File: src/rtl/ahb_lite_pkg.sv
// Shared AHB-lite encodings, the command record and the legality check used by the master.
package ahb_lite_pkg;

    localparam logic [1:0] HTRANS_IDLE   = 2'b00;
    localparam logic [1:0] HTRANS_BUSY   = 2'b01;
    localparam logic [1:0] HTRANS_NONSEQ = 2'b10;
    localparam logic [1:0] HTRANS_SEQ    = 2'b11;

    localparam logic [2:0] HBURST_SINGLE = 3'b000;

    localparam logic [2:0] HSIZE_BYTE = 3'd0;
    localparam logic [2:0] HSIZE_HALF = 3'd1;
    localparam logic [2:0] HSIZE_WORD = 3'd2;

    localparam logic HRESP_OKAY  = 1'b0;
    localparam logic HRESP_ERROR = 1'b1;

    localparam logic [3:0] HPROT_DEFAULT = 4'b0011;

    typedef struct packed {
        logic        write;
        logic [31:0] addr;
        logic [31:0] wdata;
        logic [2:0]  size;
        logic [3:0]  prot;
    } cmd_t;

    localparam cmd_t CMD_RST = '{write: 1'b0, addr: 32'd0, wdata: 32'd0,
                                 size: HSIZE_BYTE, prot: HPROT_DEFAULT};

    // Sizes above a word and misaligned halfword/word accesses never reach the bus.
    function automatic logic cmd_legal(input logic [2:0] size, input logic [1:0] lsb);
        case (size)
            HSIZE_BYTE: cmd_legal = 1'b1;
            HSIZE_HALF: cmd_legal = (lsb[0] == 1'b0);
            HSIZE_WORD: cmd_legal = (lsb == 2'b00);
            default:    cmd_legal = 1'b0;
        endcase
    endfunction

endpackage

File: src/rtl/ahb_lite_master_if.sv
// Command/response handshake plus AHB-lite bus signals of the single-transfer master.
interface ahb_lite_master_if;
    logic        cmd_valid;
    logic        cmd_ready;
    logic        cmd_write;
    logic [31:0] cmd_addr;
    logic [31:0] cmd_wdata;
    logic [2:0]  cmd_size;
    logic [3:0]  cmd_prot;

    logic        rsp_valid;
    logic [31:0] rsp_rdata;
    logic        rsp_err;

    logic [31:0] HADDR;
    logic        HWRITE;
    logic [2:0]  HSIZE;
    logic [2:0]  HBURST;
    logic [3:0]  HPROT;
    logic [1:0]  HTRANS;
    logic [31:0] HWDATA;
    logic [31:0] HRDATA;
    logic        HREADY;
    logic        HRESP;

    modport master (
        input  cmd_valid, cmd_write, cmd_addr, cmd_wdata, cmd_size, cmd_prot,
        input  HRDATA, HREADY, HRESP,
        output cmd_ready, rsp_valid, rsp_rdata, rsp_err,
        output HADDR, HWRITE, HSIZE, HBURST, HPROT, HTRANS, HWDATA
    );

    modport slave (
        output cmd_valid, cmd_write, cmd_addr, cmd_wdata, cmd_size, cmd_prot,
        output HRDATA, HREADY, HRESP,
        input  cmd_ready, rsp_valid, rsp_rdata, rsp_err,
        input  HADDR, HWRITE, HSIZE, HBURST, HPROT, HTRANS, HWDATA
    );
endinterface

File: src/rtl/ahb_lite_master.sv
// AHB-lite single-transfer master: one address phase overlapped with one data phase, in-order responses.
// Zero-wait latency accept+3 cycles; cmd_ready drops while the address slot is occupied and stalled.
module ahb_lite_master
    import ahb_lite_pkg::*;
(
    input  logic              HMASTCLOCK,
    input  logic              HRESET,
    ahb_lite_master_if.master bus
);

    localparam logic [2:0] ST_IDLE      = 3'd0;
    localparam logic [2:0] ST_ADDR      = 3'd1;
    localparam logic [2:0] ST_ADDR_DATA = 3'd2;
    localparam logic [2:0] ST_DATA      = 3'd3;
    localparam logic [2:0] ST_ERR2      = 3'd4;

    logic [2:0]  st_q, st_d;
    logic        keep_q, keep_d;
    cmd_t        a_q, a_d;
    logic        d_write_q, d_write_d;
    logic [31:0] hwdata_q, hwdata_d;
    logic        rsp_valid_q, rsp_valid_d;
    logic        rsp_err_q, rsp_err_d;
    logic [31:0] rsp_rdata_q, rsp_rdata_d;

    logic legal, a_vld, d_vld, err2, hresp_err;
    logic a_adv, d_done, err_start, accept;
    logic a_nxt, d_nxt, e_nxt;

    assign legal     = cmd_legal(bus.cmd_size, bus.cmd_addr[1:0]);
    assign hresp_err = (bus.HRESP == HRESP_ERROR);
    assign err2      = (st_q == ST_ERR2);
    assign a_vld     = (st_q == ST_ADDR) || (st_q == ST_ADDR_DATA) || (err2 && keep_q);
    assign d_vld     = (st_q == ST_ADDR_DATA) || (st_q == ST_DATA) || err2;

    // The address phase only moves while no error response is in progress.
    assign a_adv     = a_vld && bus.HREADY && !hresp_err && !err2;
    assign d_done    = d_vld && bus.HREADY;
    assign err_start = d_vld && !err2 && hresp_err && !bus.HREADY;

    assign bus.cmd_ready = legal ? (!a_vld || a_adv) : (st_q == ST_IDLE);
    assign accept        = bus.cmd_valid && bus.cmd_ready;

    assign a_nxt = (a_vld && !a_adv) || (accept && legal);
    assign d_nxt = (d_vld && !d_done) || a_adv;
    assign e_nxt = err_start || (err2 && !d_done);

    always_comb begin
        st_d   = ST_IDLE;
        keep_d = 1'b0;
        if (e_nxt) begin
            st_d   = ST_ERR2;
            keep_d = a_nxt;
        end else begin
            case ({a_nxt, d_nxt})
                2'b10:   st_d = ST_ADDR;
                2'b11:   st_d = ST_ADDR_DATA;
                2'b01:   st_d = ST_DATA;
                default: st_d = ST_IDLE;
            endcase
        end
    end

    always_comb begin
        a_d = a_q;
        if (accept && legal) begin
            a_d = '{write: bus.cmd_write, addr: bus.cmd_addr, wdata: bus.cmd_wdata,
                    size: bus.cmd_size, prot: bus.cmd_prot};
        end
        hwdata_d  = a_adv ? a_q.wdata : hwdata_q;
        d_write_d = a_adv ? a_q.write : d_write_q;
    end

    always_comb begin
        rsp_valid_d = d_done || (accept && !legal);
        rsp_err_d   = rsp_err_q;
        rsp_rdata_d = rsp_rdata_q;
        if (d_done) begin
            rsp_err_d   = hresp_err;
            rsp_rdata_d = d_write_q ? 32'd0 : bus.HRDATA;
        end else if (accept && !legal) begin
            rsp_err_d   = 1'b1;
            rsp_rdata_d = 32'd0;
        end
    end

    always_ff @(posedge HMASTCLOCK or posedge HRESET) begin
        if (HRESET) begin
            st_q        <= ST_IDLE;
            keep_q      <= 1'b0;
            a_q         <= CMD_RST;
            d_write_q   <= 1'b0;
            hwdata_q    <= 32'd0;
            rsp_valid_q <= 1'b0;
            rsp_err_q   <= 1'b0;
            rsp_rdata_q <= 32'd0;
        end else begin
            st_q        <= st_d;
            keep_q      <= keep_d;
            a_q         <= a_d;
            d_write_q   <= d_write_d;
            hwdata_q    <= hwdata_d;
            rsp_valid_q <= rsp_valid_d;
            rsp_err_q   <= rsp_err_d;
            rsp_rdata_q <= rsp_rdata_d;
        end
    end

    // IDLE is forced from HRESP directly so the first error cycle never presents a live NONSEQ.
    assign bus.HTRANS    = (a_vld && !hresp_err && !err2) ? HTRANS_NONSEQ : HTRANS_IDLE;
    assign bus.HADDR     = a_q.addr;
    assign bus.HWRITE    = a_q.write;
    assign bus.HSIZE     = a_q.size;
    assign bus.HPROT     = a_q.prot;
    assign bus.HBURST    = HBURST_SINGLE;
    assign bus.HWDATA    = hwdata_q;
    assign bus.rsp_valid = rsp_valid_q;
    assign bus.rsp_err   = rsp_err_q;
    assign bus.rsp_rdata = rsp_rdata_q;

endmodule

File: src/flat_wrapper.sv
// flat-port wrapper written by rule: the top's interface ports become plain ports
module ahb_lite_master_flat import ahb_lite_pkg::*;
  (HMASTCLOCK, HRESET, bus_cmd_valid, bus_cmd_write, bus_cmd_addr, bus_cmd_wdata, bus_cmd_size, bus_cmd_prot, bus_HRDATA, bus_HREADY, bus_HRESP, bus_cmd_ready, bus_rsp_valid, bus_rsp_rdata, bus_rsp_err, bus_HADDR, bus_HWRITE, bus_HSIZE, bus_HBURST, bus_HPROT, bus_HTRANS, bus_HWDATA);
  ahb_lite_master_if bus_i ();
  input  logic HMASTCLOCK;
  input  logic HRESET;
  input wire logic [$bits(bus_i.cmd_valid)-1:0] bus_cmd_valid;
  input wire logic [$bits(bus_i.cmd_write)-1:0] bus_cmd_write;
  input wire logic [$bits(bus_i.cmd_addr)-1:0] bus_cmd_addr;
  input wire logic [$bits(bus_i.cmd_wdata)-1:0] bus_cmd_wdata;
  input wire logic [$bits(bus_i.cmd_size)-1:0] bus_cmd_size;
  input wire logic [$bits(bus_i.cmd_prot)-1:0] bus_cmd_prot;
  input wire logic [$bits(bus_i.HRDATA)-1:0] bus_HRDATA;
  input wire logic [$bits(bus_i.HREADY)-1:0] bus_HREADY;
  input wire logic [$bits(bus_i.HRESP)-1:0] bus_HRESP;
  output wire logic [$bits(bus_i.cmd_ready)-1:0] bus_cmd_ready;
  output wire logic [$bits(bus_i.rsp_valid)-1:0] bus_rsp_valid;
  output wire logic [$bits(bus_i.rsp_rdata)-1:0] bus_rsp_rdata;
  output wire logic [$bits(bus_i.rsp_err)-1:0] bus_rsp_err;
  output wire logic [$bits(bus_i.HADDR)-1:0] bus_HADDR;
  output wire logic [$bits(bus_i.HWRITE)-1:0] bus_HWRITE;
  output wire logic [$bits(bus_i.HSIZE)-1:0] bus_HSIZE;
  output wire logic [$bits(bus_i.HBURST)-1:0] bus_HBURST;
  output wire logic [$bits(bus_i.HPROT)-1:0] bus_HPROT;
  output wire logic [$bits(bus_i.HTRANS)-1:0] bus_HTRANS;
  output wire logic [$bits(bus_i.HWDATA)-1:0] bus_HWDATA;
  assign bus_i.cmd_valid = bus_cmd_valid;
  assign bus_i.cmd_write = bus_cmd_write;
  assign bus_i.cmd_addr = bus_cmd_addr;
  assign bus_i.cmd_wdata = bus_cmd_wdata;
  assign bus_i.cmd_size = bus_cmd_size;
  assign bus_i.cmd_prot = bus_cmd_prot;
  assign bus_i.HRDATA = bus_HRDATA;
  assign bus_i.HREADY = bus_HREADY;
  assign bus_i.HRESP = bus_HRESP;
  assign bus_cmd_ready = bus_i.cmd_ready;
  assign bus_rsp_valid = bus_i.rsp_valid;
  assign bus_rsp_rdata = bus_i.rsp_rdata;
  assign bus_rsp_err = bus_i.rsp_err;
  assign bus_HADDR = bus_i.HADDR;
  assign bus_HWRITE = bus_i.HWRITE;
  assign bus_HSIZE = bus_i.HSIZE;
  assign bus_HBURST = bus_i.HBURST;
  assign bus_HPROT = bus_i.HPROT;
  assign bus_HTRANS = bus_i.HTRANS;
  assign bus_HWDATA = bus_i.HWDATA;
  ahb_lite_master u_core (.HMASTCLOCK(HMASTCLOCK), .HRESET(HRESET), .bus(bus_i));
endmodule
File: config.mk
export PLATFORM = sky130hd
export DESIGN_NAME = ahb_lite_master_flat
export DESIGN_NICKNAME = d
export VERILOG_FILES = /design/src/rtl/ahb_lite_pkg.sv /design/src/rtl/ahb_lite_master_if.sv /design/src/rtl/ahb_lite_master.sv /design/src/flat_wrapper.sv
export SDC_FILE = /design/constraint.sdc
export NUM_CORES = 1
export LEC_CHECK = 0
export ABC_AREA = 1
export BUFFER_PORTS_ARGS = -buffer_cell sky130_fd_sc_hd__buf_2
export CORE_MARGIN = 2
export CORE_UTILIZATION = 44
export CTS_CLUSTER_SIZE = 12
export DETAILED_ROUTE_END_ITERATION = 10
export HOLD_SLACK_MARGIN = 0.15
export PLACE_DENSITY = 0.83
export SYNTH_ARGS = -nofsm -noshare
export SYNTH_HDL_FRONTEND = slang
export SYNTH_SLANG_ARGS = --single-unit
File: constraint.sdc
create_clock -name HMASTCLOCK -period 4.8 [get_ports HMASTCLOCK]
set_clock_uncertainty 0.05 [all_clocks]
set_input_delay 1.2 -clock HMASTCLOCK [delete_from_list [all_inputs] [get_ports HMASTCLOCK]]
set_output_delay 1.2 -clock HMASTCLOCK [all_outputs]
set_load 0.05 [all_outputs]
# Yosys cells after proc, flatten, opt, wreduce, memory -nomap -nowiden

Cells that the tools add are included.

Equal/unequal tests: 9
Muxes and demuxes: 11
Bitwise logic cells: 1
Reduce and logical (&&, ||, !) cells: 36

Operators with widths:

| kind                 | number |
|---|---|
| $mux W32             | 3 |
| $logic_and A1 B1 Y1  | 16 |
| $eq A3 B2 Y1 const B | 3 |
| $logic_or A1 B1 Y1   | 9 |
| $logic_not A1 Y1     | 7 |
| $eq A3 B1 Y1 const B | 2 |
| $logic_not A3 Y1     | 2 |
| $pmux W2 S3          | 1 |
| $eq A2 B2 Y1 const B | 2 |
| $mux W1              | 4 |
| $eq A3 B3 Y1 const B | 1 |
| $mux W3              | 1 |
| $pmux W1 S3          | 1 |
| $eq A2 B1 Y1 const B | 1 |
| $logic_not A2 Y1     | 1 |
| $mux W2              | 1 |
| $reduce_bool A2 Y1   | 1 |
| $not A1 Y1           | 1 |

Bits in registers: 143
Output and inout bits: 112

# Longest topological paths before layout

Word-level depth: 14
Depth in mapped cells: 11
Mapped depth without buffers: 10

# Least setup slack after synthesis

OpenSTA, ideal clock, no wires.

Path type: input to output
Start point: input port bus_HRESP
End point: output port bus_HTRANS[1]
Arrival: 2.133 ns
Data required time: 3.550 ns
Setup slack: 1.417 ns
Stages: 3
Path buffers: 0
Cells stage by stage: inv_1 > nand2_2 > a21oi_1

Word-level cells in the longest chain between the ends: 4

RTL lines:

| element                          | RTL line               | text |
|---|---|---|
| start, declared                  | flat_wrapper.sv:15     | `input wire logic [$bits(bus_i.HRESP)-1:0] bus_HRESP;` |
| $logic_not A1 Y1                 | ahb_lite_master.sv:110 | `assign bus.HTRANS = (a_vld && !hresp_err && !err2) ? HTRANS_NONSEQ : HTRANS_IDLE;` |
| $logic_and A1 B1 Y1 (2 in a row) | ahb_lite_master.sv:110 |  |
| $mux W2                          | ahb_lite_master.sv:110 |  |
| end, declared                    | flat_wrapper.sv:25     | `output wire logic [$bits(bus_i.HTRANS)-1:0] bus_HTRANS;` |

Every way passes these cells.

# Worst setup path in the final report

Start point: input port bus_cmd_addr[0]
End point: output port bus_cmd_ready

Word-level cells in the longest chain between the ends: 3
Elaborated cells on any way between the ends: 4
Classes of those cells: mux: 2; bitwise: 1; reduce/logical: 1

RTL lines:

| element                                        | RTL line                               | text |
|---|---|---|
| start, declared                                | flat_wrapper.sv:9                      | `input wire logic [$bits(bus_i.cmd_addr)-1:0] bus_cmd_addr;` |
| $logic_not A2 Y1 or $not A1 Y1 (tied branches) | ahb_lite_pkg.sv:36, ahb_lite_pkg.sv:35 |  |
| $pmux W1 S3 (*)                                | ahb_lite_pkg.sv:33                     | `case (size)` |
| $mux W1 (*)                                    | ahb_lite_master.sv:41                  | `assign bus.cmd_ready = legal ? (!a_vld \|\| a_adv) : (st_q == ST_IDLE);` |
| end, declared                                  | flat_wrapper.sv:16                     | `output wire logic [$bits(bus_i.cmd_ready)-1:0] bus_cmd_ready;` |

Every way passes the cells marked *; elsewhere a longest branch is shown, timed or not.

==> results.ini <==
[finish]
drive_above_1_share=0.315
area_delta_synth_final_pct=25.5
nFillCells=1182
fin_cells=1007
num-nets-final=927
n_antenna_cell=0

[sta]
slew_headroom=0.271
finalSetupViolations=0
final_hold_viol_count=0
maxSlewViolCount=0
fmax_mhz=292
fin_crit_ns=3.43
worst_pin_slew_ns=1.09
finalCritPeriodShare=0.714
setup_tns_ns=0
rsz0062_at_grt=no

[power]
p_switching_mw=2.97
powerDensity_nw_per_um2=843
power_leakage_nw=4.16
pwr-share-comb=0.451
p_total_mw=6.21
power.share.sequential=0.328
max-vdd-ir-drop_mv=0.408
switching_share=0.479
pwr-share-clk=0.221
p_int_mw=3.23

[setup_path]
ff2ff_setup_slack_ns=2.15
worst-endpoint-arrival_ns=2.18
worstReg2RegEnd=u_core.a_q[28]
crit_start=bus_cmd_addr[0]
worst_ep_required_time_ns=3.55
crit_fanout=3
timing.rr.start=u_core.st_q[1]
worst_setup_path_end_kind=output port
r2r.worst_path.cells=8
path_class=input port to output port
cp-endpoint=bus_cmd_ready
start_kind=input port

[detailed_routing]
dr.pass1.iters=5
drt_iter0_drc=301
wl_mm=12.8
ant_nets=0
wl_per_cell_um=12.7
via_per_inst=4.64
drc=0
via_count=4673

[global_route]
grt_start_max_net_pins=144
gr-total-overflow=0
grt_pass1_wl_mm=20.8
antenna_found_initial=0
grt_use_total=0.185
grt_pass1_vias=4379

[clock_network]
root_buffer=clkbuf_16
cts_htree_levels=4
clock_latency_ns=0.41
clk_path_buf_depth=2
post_cts_buffers=0
cts_tree=built
cts.clk_slew.worst_paths_ns=0.06
ctsResizeCount=0
cts.sinks=143
cts_buffers=17
ctsHoldBuffers=0

[floorplan]
ios=221
start_util=0.446
row_count=42
die_y_um=119
core_sq_um=13100
die_w_um=119
die_area_sq_um=14300

[status]
status=finished clean

[yosys]
synth_common_cells=nand2_1, dfrtp_1, o21ai_0, inv_1, buf_4
synth.most_common_cell=nand2_1
postSynthCellCount=649
synthesis.area_sq_um=5870
yosys.area.top_type=dfrtp_1
synth_cell_types=21
async_reset_ff_frac=1.00
synth_area_leaders=dfrtp_1, nand2_1, buf_4, o21ai_0, nand3_1
synth_edf_count=0
yosys_warnings=0
yosysSeqAreaShare=0.610
synth_top_area_frac=0.602
postSynthAreaPerCell_sq_um=9.04
synth_ff_type=dfrtp_1
ys_ff_latch=143

[placed_design]
dp_hpwl_mm=8.57
numPortBuffers=216
gp_congestion=0.790
dp_cells=975

[worst_hold_path]
hold_path.class=register to register

[run]
cap_violations=0

[cell type report]
| class | count | area (sq um) | area share |
|---|---|---|---|
| Inverter | 51 | 198 | 0.0268 |
| Sequential cell | 143 | 3580 | 0.486 |
| Tap cell | 176 | 220 | 0.0299 |
| Clock buffer | 18 | 429 | 0.0583 |
| Clock inverter | 14 | 190 | 0.0258 |
| Multi-Input combinational cell | 385 | 1620 | 0.220 |
| Timing Repair Buffer | 220 | 1120 | 0.153 |
[cells in the final DEF (no fill, tap or decap), types with 2 or more instances in the layout]
| master | instances |
|---|---|
| inv_6 | 2 |
| nor2_1 | 4 |
| clkbuf_16 | 17 |
| dfstp_2 | 2 |
| nand2_1 | 261 |
| clkinv_2 | 3 |
| buf_4 | 3 |
| o21ai_0 | 66 |
| bufinv_16 | 4 |
| o21ai_2 | 2 |
| conb_1 | 4 |
| nand3_1 | 38 |
| clkinvlp_4 | 6 |
| o21ai_1 | 3 |
| inv_1 | 49 |
| dfrtp_1 | 141 |
| buf_2 | 216 |
[how the worst min path moves through the flow]
stage                              from                   to  cells after the start
floorplan           u_core.bus.HSIZE[2]  u_core.bus.HSIZE[2]                      2
global placement    u_core.bus.HSIZE[2]  u_core.bus.HSIZE[2]                      2
detailed placement  u_core.bus.HSIZE[2]  u_core.bus.HSIZE[2]                      2
CTS                 u_core.bus.HSIZE[2]  u_core.bus.HSIZE[2]                      2
global route        u_core.bus.HSIZE[2]  u_core.bus.HSIZE[2]                      2
finish              u_core.bus.HSIZE[2]  u_core.bus.HSIZE[2]                      2
[layer usage]
| metal | global-route usage | part of all wire |
|---|---|---|
| met1 | 0.240 | 0.43 |
| met3 | 0.0551 | 0.073 |
| met4 | 0.0684 | 0.016 |
| met5 | 0 | 0 |
| met2 | 0.294 | 0.48 |
[power groups by stage]
stage | Combinational [mW] | Clock, mW | Sequential [mW]
2_1_floorplan | 1.54 | 0 | 2.88
3_3_place_gp | 2.78 | 0 | 2.03
3_5_place_dp | 2.82 | 0 | 2.04
4_1_cts | 2.83 | 1.40 | 2.03
5_1_grt | 3.00 | 1.46 | 2.10
6_report | 2.80 | 1.37 | 2.03
[metrics by stage]
stage                     instance area, sq um  hold slack [ns]  setup WS, ns  utilization
after CTS                                 7360            0.414          1.36        0.560
final                                     7360            0.414          1.37        0.560
after floorplan                           5880            0.387          1.42            -
after detailed placement                  6740            0.398          1.26        0.513
after global placement                    6740            0.394          1.34        0.513
after global routing                      7360            0.430          1.28        0.560
[critical path, stage by stage]
cell and delay [ns]:
buf_2 0.10, inv_1 0.06, nand3_1 0.11, a21oi_2 0.27, nand2_1 0.09, nand2_1 0.07, buf_2 0.27
[registers in the layout (all words and copies together) (netlist names)]
name,count
u_core.bus.HADDR,32
u_core.d_write_q,1
u_core.a_q,32
u_core.bus.HPROT,4
u_core.keep_q,1
u_core.bus.HSIZE,3
u_core.bus.HWDATA,32
u_core.st_q,3
u_core.bus.rsp_rdata,32
u_core.bus.HWRITE,1
u_core.bus.rsp_err,1
u_core.bus.rsp_valid,1
[cell families after synthesis]
kind of cell / after synthesis / synth area share
compound gates: 73 / 0.0642
buf+inv: 124 / 0.116
flops: 143 / 0.610
other cells: 1 / 0.000639
simple gates: 308 / 0.209
(Power assumes the default switching activity.)
